### config.mk
export PLATFORM = sky130hd
export DESIGN_NAME = serial_bit_feeder
export DESIGN_NICKNAME = d
export VERILOG_FILES = /design/src/rtl/serial_feed_pkg.sv /design/src/rtl/sfb_word_fifo.sv /design/src/rtl/serial_bit_feeder.sv
export SDC_FILE = /design/constraint.sdc
export NUM_CORES = 1
export LEC_CHECK = 0
export ABC_AREA = 1
export CORE_MARGIN = 4
export CORE_UTILIZATION = 45
export DETAILED_ROUTE_END_ITERATION = 7
export GPL_TIMING_DRIVEN = 0
export PLACE_DENSITY = 0.72
export RECOVER_POWER = 50
export SLEW_MARGIN = 20
export SYNTH_ARGS = -nofsm -noshare
export SYNTH_HDL_FRONTEND = slang
export SYNTH_SLANG_ARGS = --single-unit
### constraint.sdc
create_clock -name clk -period 2.1 [get_ports clk]
set_input_delay 0.42 -clock clk [delete_from_list [all_inputs] [get_ports clk]]
set_output_delay 0.42 -clock clk [all_outputs]
set_load 0.01 [all_outputs]
### src/rtl/serial_feed_pkg.sv
// Shared definitions for the serial bit feeder: FSM encoding and bits-per-word helper.
// PARITY_EN (macro) appends an even-parity bit to every word.
package serial_feed_pkg;

    typedef enum logic [1:0] {
        ST_IDLE  = 2'd0,
        ST_SHIFT = 2'd1
    } state_e;

    function automatic int unsigned nbits(int unsigned data_w);
`ifdef PARITY_EN
        return data_w + 1;
`else
        return data_w;
`endif
    endfunction

endpackage

### src/rtl/sfb_word_fifo.sv
// Word FIFO for the serial bit feeder; power-of-two depth so pointers wrap naturally.
module sfb_word_fifo #(
    parameter int unsigned DATA_W = 8,
    parameter int unsigned DEPTH  = 4
) (
    input  logic                        clk,
    input  logic                        rst,
    input  logic                        push_i,
    input  logic [DATA_W-1:0]           wdata_i,
    input  logic                        pop_i,
    output logic [DATA_W-1:0]           rdata_o,
    output logic                        full_o,
    output logic                        empty_o,
    output logic [$clog2(DEPTH+1)-1:0]  count_o
);

    localparam int unsigned AddrW = $clog2(DEPTH);
    localparam int unsigned CntW  = $clog2(DEPTH + 1);

    logic [DATA_W-1:0] mem_q [DEPTH];
    logic [AddrW-1:0]  wptr_q, wptr_d;
    logic [AddrW-1:0]  rptr_q, rptr_d;
    logic [CntW-1:0]   count_q, count_d;
    logic              do_push, do_pop;

    assign full_o  = (count_q == CntW'(DEPTH));
    assign empty_o = (count_q == '0);
    // A push is refused at full even when a pop frees a slot in the same cycle.
    assign do_push = push_i && !full_o;
    assign do_pop  = pop_i && !empty_o;

    always_comb begin
        wptr_d  = wptr_q;
        rptr_d  = rptr_q;
        count_d = count_q;
        if (do_push) wptr_d = wptr_q + AddrW'(1);
        if (do_pop)  rptr_d = rptr_q + AddrW'(1);
        unique case ({do_push, do_pop})
            2'b10:   count_d = count_q + CntW'(1);
            2'b01:   count_d = count_q - CntW'(1);
            default: count_d = count_q;
        endcase
    end

    always_ff @(posedge clk) begin
        if (rst) begin
            wptr_q  <= '0;
            rptr_q  <= '0;
            count_q <= '0;
        end else begin
            wptr_q  <= wptr_d;
            rptr_q  <= rptr_d;
            count_q <= count_d;
        end
    end

    always_ff @(posedge clk) begin
        if (do_push) mem_q[wptr_q] <= wdata_i;
    end

    assign rdata_o = mem_q[rptr_q];
    assign count_o = count_q;

endmodule

### src/rtl/serial_bit_feeder.sv
// Parallel-to-serial front end: buffers words and streams them one bit per enabled cycle.
// Build option PARITY_EN appends the even-parity bit after each word's data bits.
module serial_bit_feeder
    import serial_feed_pkg::*;
#(
    parameter int unsigned DATA_W    = 8,
    parameter int unsigned DEPTH     = 4,
    parameter int unsigned MSB_FIRST = 1
) (
    input  logic              clk,
    input  logic              rst,
    input  logic [DATA_W-1:0] in_data,
    input  logic              in_valid,
    output logic              in_ready,
    input  logic              bit_en,
    output logic              bit_out,
    output logic              bit_valid,
    output logic              busy,
    output logic [1:0]        test_state
);

    localparam int unsigned Nbits = nbits(DATA_W);
    localparam int unsigned BcntW = $clog2(Nbits);
    localparam int unsigned CntW  = $clog2(DEPTH + 1);
    localparam logic [BcntW-1:0] BcntLast = BcntW'(Nbits - 1);

    state_e            state_q, state_d;
    logic [Nbits-1:0]  shreg_q, shreg_d;
    logic [Nbits-1:0]  load_word;
    logic [BcntW-1:0]  bcnt_q, bcnt_d;
    logic              bit_out_q, bit_out_d;
    logic              bit_valid_q, bit_valid_d;

    logic              fifo_pop;
    logic [DATA_W-1:0] fifo_rdata;
    logic              fifo_full, fifo_empty;
    logic [CntW-1:0]   fifo_count;

    sfb_word_fifo #(
        .DATA_W (DATA_W),
        .DEPTH  (DEPTH)
    ) u_fifo (
        .clk     (clk),
        .rst     (rst),
        .push_i  (in_valid),
        .wdata_i (in_data),
        .pop_i   (fifo_pop),
        .rdata_o (fifo_rdata),
        .full_o  (fifo_full),
        .empty_o (fifo_empty),
        .count_o (fifo_count)
    );

    // Parity sits at the end of the shift order so it is always the last bit sent.
    always_comb begin
`ifdef PARITY_EN
        if (MSB_FIRST != 0) load_word = {fifo_rdata, ^fifo_rdata};
        else                load_word = {^fifo_rdata, fifo_rdata};
`else
        load_word = fifo_rdata;
`endif
    end

    always_ff @(posedge clk) begin
        if (rst) begin
            state_q     <= ST_IDLE;
            shreg_q     <= '0;
            bcnt_q      <= '0;
            bit_out_q   <= 1'b0;
            bit_valid_q <= 1'b0;
        end else begin
            state_q     <= state_d;
            shreg_q     <= shreg_d;
            bcnt_q      <= bcnt_d;
            bit_out_q   <= bit_out_d;
            bit_valid_q <= bit_valid_d;
        end
    end

    always_comb begin
        state_d     = state_q;
        shreg_d     = shreg_q;
        bcnt_d      = bcnt_q;
        bit_out_d   = bit_out_q;
        bit_valid_d = 1'b0;
        fifo_pop    = 1'b0;
        unique case (state_q)
            ST_IDLE: begin
                if (!fifo_empty) begin
                    fifo_pop = 1'b1;
                    shreg_d  = load_word;
                    bcnt_d   = BcntLast;
                    state_d  = ST_SHIFT;
                end
            end
            ST_SHIFT: begin
                if (bit_en) begin
                    bit_valid_d = 1'b1;
                    bcnt_d      = bcnt_q - BcntW'(1);
                    if (MSB_FIRST != 0) begin
                        bit_out_d = shreg_q[Nbits-1];
                        shreg_d   = shreg_q << 1;
                    end else begin
                        bit_out_d = shreg_q[0];
                        shreg_d   = shreg_q >> 1;
                    end
                    // Reload on the last bit keeps consecutive words gap-free.
                    if (bcnt_q == '0) begin
                        if (!fifo_empty) begin
                            fifo_pop = 1'b1;
                            shreg_d  = load_word;
                            bcnt_d   = BcntLast;
                        end else begin
                            state_d = ST_IDLE;
                        end
                    end
                end
            end
            default: state_d = ST_IDLE;
        endcase
    end

    always_comb begin
        in_ready   = !fifo_full;
        busy       = (state_q == ST_SHIFT) || (fifo_count != '0);
        test_state = state_q;
        bit_out    = bit_out_q;
        bit_valid  = bit_valid_q;
    end

endmodule

# Word-level counts from Yosys, hierarchy flattened
# Memories as Yosys holds them, arrays and structs flattened. A register that Yosys moved wholly into a read port is not among the register bits.
# Cells that the tools add are included.
[classes]
add_sub_neg = 5
n_eq_ne = 8
n_mux = 25
bitwise_logic = 1
n_reduce_logical = 15
[op_table]
columns = ["op", "n"]
rows = [
  ["$mux 8", 4],
  ["$pmux 8 s2", 1],
  ["$mux 2", 6],
  ["$mux 3", 4],
  ["$pmux 3 s2", 2],
  ["$ne 2x2->1 const B", 4],
  ["$logic_not 3->1", 2],
  ["$mux 1", 6],
  ["$sub 3x1->3 const B", 2],
  ["$add 2x1->2 const B", 2],
  ["$eq 2x1->1 const B", 2],
  ["$pmux 2 s2", 1],
  ["$reduce_and 4->1", 1],
  ["$reduce_bool 2->1", 2],
  ["$add 3x1->3 const B", 1],
  ["$eq 3x3->1 const B", 1],
  ["$reduce_and 3->1", 1],
  ["$reduce_bool 3->1", 1],
  ["$eq 2x2->1 const B", 1],
  ["$logic_and 1x1->1", 2],
  ["$logic_not 1->1", 2],
  ["$logic_not 2->1", 1],
  ["$pmux 1 s2", 1],
  ["$reduce_and 2->1", 1],
  ["3 further kinds", 3],
]
[word_totals]
register_bits = 22
mem_bits_rw = 32
n_memories = 1
output_inout_bits = 6
elab_cells = 63
[memory_table]
columns = ["memory", "depth", "width", "rd", "rd_ports_with_merged_regs", "wr", "line", "rtl"]
rows = [
  ["u_fifo.mem_q", 4, 8, 1, 1, 1, "sfb_word_fifo.sv:20", "logic [DATA_W-1:0] mem_q [DEPTH];"],
]

# Depth between registers and ports, before layout
[logic_depth]
ltp_word = 8
depth_mapped = 15
depth_no_buf = 15

# Hierarchy
# A second synthesis with hierarchy kept.
[hier_totals]
cells_unflattened = 249
area_unflattened_um2 = 2429.8
[by_module_without_submodules]
columns = ["mod", "seq_area_each_um2", "cells_per_inst", "area_each_um2", "instances"]
rows = [
  ["sfb_word_fifo", 1141.1, 146, 1691.6, 1],
  ["serial_bit_feeder", 280.3, 103, 738.2, 1],
]

# Worst setup path before layout
# No wires, ideal clock.
[synth_timing]
path_kind = "register to register"
from = "register bcnt_q[0]"
to = "register u_fifo.count_q[2] (netlist: u_fifo.count_o[2])"
t_required_ns = 1.978
arrival_ns = 1.993
setup_time_ns = 0.122
path_slack_ns = -0.015
path_stages_with_launch = 16
path_cell_list = "dfxtp_1 inv_1 ha_1 inv_1 o21ai_1 nand2_2 inv_1 nand2_2 inv_2 ha_1 inv_1 fa_1 a21oi_1 o21ai_0 o21ai_0 a21oi_1"
[synth_between]
elab_chain_cells = 7
[synth_rtl]
columns = ["item", "line", "rtl"]
rows = [
  ["start, declared", "serial_bit_feeder.sv:30", "logic [BcntW-1:0] bcnt_q, bcnt_d;"],
  ["start signal, assigned", "serial_bit_feeder.sv:74", "bcnt_q <= bcnt_d;"],
  ["$logic_not 3->1 (*)", "serial_bit_feeder.sv:108", "if (bcnt_q == '0) begin"],
  ["$mux 1 (*)", "serial_bit_feeder.sv:108", ""],
  ["$mux 1 (*)", "serial_bit_feeder.sv:97", "if (bit_en) begin"],
  ["$pmux 1 s2 (*)", "serial_bit_feeder.sv:87", "unique case (state_q)"],
  ["$logic_and 1x1->1 (*)", "sfb_word_fifo.sv:30", "assign do_pop = pop_i && !empty_o;"],
  ["net u_fifo.do_pop", "sfb_word_fifo.sv:24", "logic do_push, do_pop;"],
  ["$eq 2x1->1 or $eq 2x2->1 (tied branches)", "sfb_word_fifo.sv:38", "unique case ({do_push, do_pop})"],
  ["$pmux 3 s2 or $reduce_bool 2->1 (tied branches)", "-", ""],
  ["end signal, assigned", "sfb_word_fifo.sv:53", "count_q <= count_d;"],
  ["end, declared", "sfb_word_fifo.sv:23", "logic [CntW-1:0] count_q, count_d;"],
]
# Mark *: on every way through the listed nets, which the timed path passes. The rest lies on a longest branch.
# A chain may end at the register's enable or synchronous reset.

# Worst setup path after layout
[layout_timing]
from = "input port bit_en"
to = "register u_fifo.count_q[2] (netlist: u_fifo.count_o[2])"
[layout_between]
elab_chain_cells = 5
[layout_rtl]
columns = ["item", "line", "rtl"]
rows = [
  ["start, declared", "serial_bit_feeder.sv:15", "input logic bit_en,"],
  ["$mux 1 (*)", "serial_bit_feeder.sv:97", ""],
  ["$pmux 1 s2 (*)", "serial_bit_feeder.sv:87", ""],
  ["$logic_and 1x1->1 (*)", "sfb_word_fifo.sv:30", ""],
  ["net u_fifo.do_pop", "sfb_word_fifo.sv:24", ""],
  ["$eq 2x1->1 or $eq 2x2->1 (tied branches)", "sfb_word_fifo.sv:38", ""],
  ["$pmux 3 s2 or $reduce_bool 2->1 (tied branches)", "-", ""],
]
# Marked as above.

==> metrics.yaml <==
finish:
  mostFrequentLayoutCell: "nand2_1"
  fill_cells: 473
  final-instance-count-excl-fill: 393
  drive_gt1_frac: 0.115
  nets: 342
  syn_to_final_growth_pct: 17.7
  layout_common_cells: "nand2_1 (67), inv_1 (54), nor2_1 (41), edfxtp_1 (32), dfxtp_1 (22)"
  n_antenna_cell: 0
synthesis:
  synth-edff-count: 32
  synth_cells: 292
  synth.net_count: 312
  synthFlopType: "edfxtp_1"
  synth.cell_area_um2: 2500
  yosysWarnings: 0
  yosysSeqAreaShare: 0.568
  ys_ff_latch: 55
  ys_types: 23
  async_flop_share: 0
  syn_area_per_cell_um2: 8.57
place:
  port-buffer-count: 16
  place_inst: 378
  routabilityCongestion: 0.736
  dp_hpwl_um: 3150
worst_setup_path:
  arrival_ns: 2.29
  path_max_fanout: 4
  critPathRequiredTime_ns: 2.30
  path_class: "in -> reg"
  crit_path_end_kind: "flip-flop"
  start_kind: "primary input"
sta:
  fin_crit_ns: 2.09
  max_freq_mhz: 478
  post-route-period-util: 0.996
  tightest_slew_ns: 0.793
  timing.hold.ws_ns: 0.492
  hold_viol_final: 0
  setup_viol: 0
  drv_slew: 0
  maxSlewHeadroom: 0.469
  skew_ns: 0.00503
clock_tree:
  cts_buffers: 5
  clk_latency_ns: 0.31
  cts_root_buf: "clkbuf_8"
  clk_pin_slew_ns: 0.09
  cts_buffer_depth: 2
  cts_tree: "built"
  cts_htree_levels: 2
  cts.sink_count: 55
  cts.hold.buffers_added: 0
detailed_routing:
  drt_iter0_markers: 71
  wl_per_cell_um: 11.7
  remaining_drc_errors: 0
  drt-total-wl_um: 4590
  routed_via_density: 4.59
  vias: 1804
  ant_nets: 0
  first_pass_iters: 4
global_route:
  grt-ovfl-total: 0
  antenna_found_initial: 0
  grt_pass1_vias: 1637
  grt_usage: 0.144
  grt_max_degree: 17
  grt_first_pass_wirelength_um: 7340
job:
  max-cap-violations: 0
hold_path:
  hold_class: "reg -> reg"
die:
  ios: 18
  core_um2: 5240
  die_w_um: 82.6
  dieArea_um2: 6810
  start_util: 0.478
  die_h_um: 82.6
  rows: 26
power_and_ir_drop:
  power_mw: 3.85
  p_sw_frac: 0.372
  clockPowerShare: 0.177
  powerDensity_nw_per_um2: 1310
  leakage_nw: 1.32
  p_int_mw: 2.42
  p_seq_frac: 0.375
  pwr-share-comb: 0.448
  vdd_drop_max_mv: 0.795
  switching_power_mw: 1.43
outcome:
  status: "completed"
==> power by group through the flow <==
| stage | Clock (mW) | Sequential [mW] | Combinational, mW |
|---|---|---|---|
| 2_1_floorplan | 0 | 1.45 | 1.13 |
| 3_3_place_gp | 0 | 1.45 | 1.46 |
| 3_5_place_dp | 0 | 1.46 | 1.49 |
| 4_1_cts | 0.694 | 1.44 | 1.60 |
| 5_1_grt | 0.729 | 1.46 | 1.98 |
| 6_report | 0.683 | 1.44 | 1.73 |
==> repair_timing <==
action | CTS | global route
setup buffers | 4 | 3
pin swaps | 5 | 5
endpoints found under the setup margin | 1 | 1
endpoints found under the hold margin | 0 | 0
gates resized for setup | 5 | 11
==> critical path, stage by stage <==
cell and delay (ns):
clkdlybuf4s50_1 0.54, nand2_2 0.13, nand2_4 0.10, nand2_4 0.07, inv_4 0.07, ha_4 0.12, inv_2 0.05, fa_2 0.37
a21oi_2 0.16, o21ai_2 0.08, o21ai_1 0.13, a21oi_1 0.05
==> state kept, by name (all words and copies together), names as in the netlist, named ones only <==
register / flops
u_fifo.mem_q: 32
shreg_q: 8
bcnt_q: 3
u_fifo.count_o: 3
u_fifo.rptr_q: 2
u_fifo.wptr_q: 2
bit_out: 1
bit_valid: 1
test_state: 1
==> stage by stage <==
step	area [um^2]	setup TNS, ns	setup slack [ns]	utilization
finish	2940	0	0.00872	0.562
global placement	2750	-0.710	-0.482	0.526
CTS	2890	0	0.0127	0.552
floorplan	2500	0	0.0249	-
detailed placement	2750	-0.938	-0.538	0.526
global route	2940	-0.0524	-0.0524	0.562
==> layer usage <==
metal / global-route usage / part of all wire
met1: 0.175 / 0.44
met2: 0.252 / 0.50
met3: 0.0358 / 0.041
met4: 0.0392 / 0.018
met5: 0 / 0
==> area by class of cell <==
| cell class | instances | area (um^2) | share of cell area |
|---|---|---|---|
| Buffer | 8 | 62.6 | 0.0213 |
| Sequential cell | 55 | 1420 | 0.483 |
| Multi-Input combinational cell | 168 | 820 | 0.278 |
| Inverter | 61 | 231 | 0.0787 |
| Clock buffer | 7 | 76.3 | 0.0259 |
| Timing Repair Buffer | 23 | 213 | 0.0723 |
| Tap cell | 70 | 87.6 | 0.0298 |
| Clock inverter | 1 | 30.0 | 0.0102 |
==> cell families after synthesis <==
kind of cell,count (synthesis),synth area share
fa+ha+maj,8,0.0430
compound gates,26,0.0525
simple gates,132,0.215
buf+inv,69,0.117
xor+xnor,1,0.00350
other cells,1,0.00150
flops,55,0.568
==> cell usage after synthesis, types with 2 or more instances <==
cell type | n | share of area
a21oi_1 | 16 | 0.032
buf_2 | 2 | 0.0040
buf_4 | 2 | 0.0060
buf_6 | 3 | 0.014
dfxtp_1 | 23 | 0.18
edfxtp_1 | 32 | 0.38
ha_1 | 7 | 0.035
inv_1 | 58 | 0.087
inv_2 | 2 | 0.0030
nand2_1 | 67 | 0.10
nand2_2 | 3 | 0.0075
nand3_1 | 19 | 0.038
nor2_1 | 41 | 0.062
o21ai_0 | 8 | 0.016
==> final timing paths <==
kind,from,slack (ns),endpoint,cells after the start
max,bit_en,0.009,u_fifo.count_o[2]$_SDFFE_PP0P_,12
min,bit_out$_SDFFE_PP0P_,0.49,bit_out$_SDFFE_PP0P_,2
max reg2reg,bcnt_q[0]$_SDFFE_PP0P_,0.04,u_fifo.count_o[2]$_SDFFE_PP0P_,15
min reg2reg,bit_out$_SDFFE_PP0P_,0.49,bit_out$_SDFFE_PP0P_,2
Power figures use the tool's default switching activity.
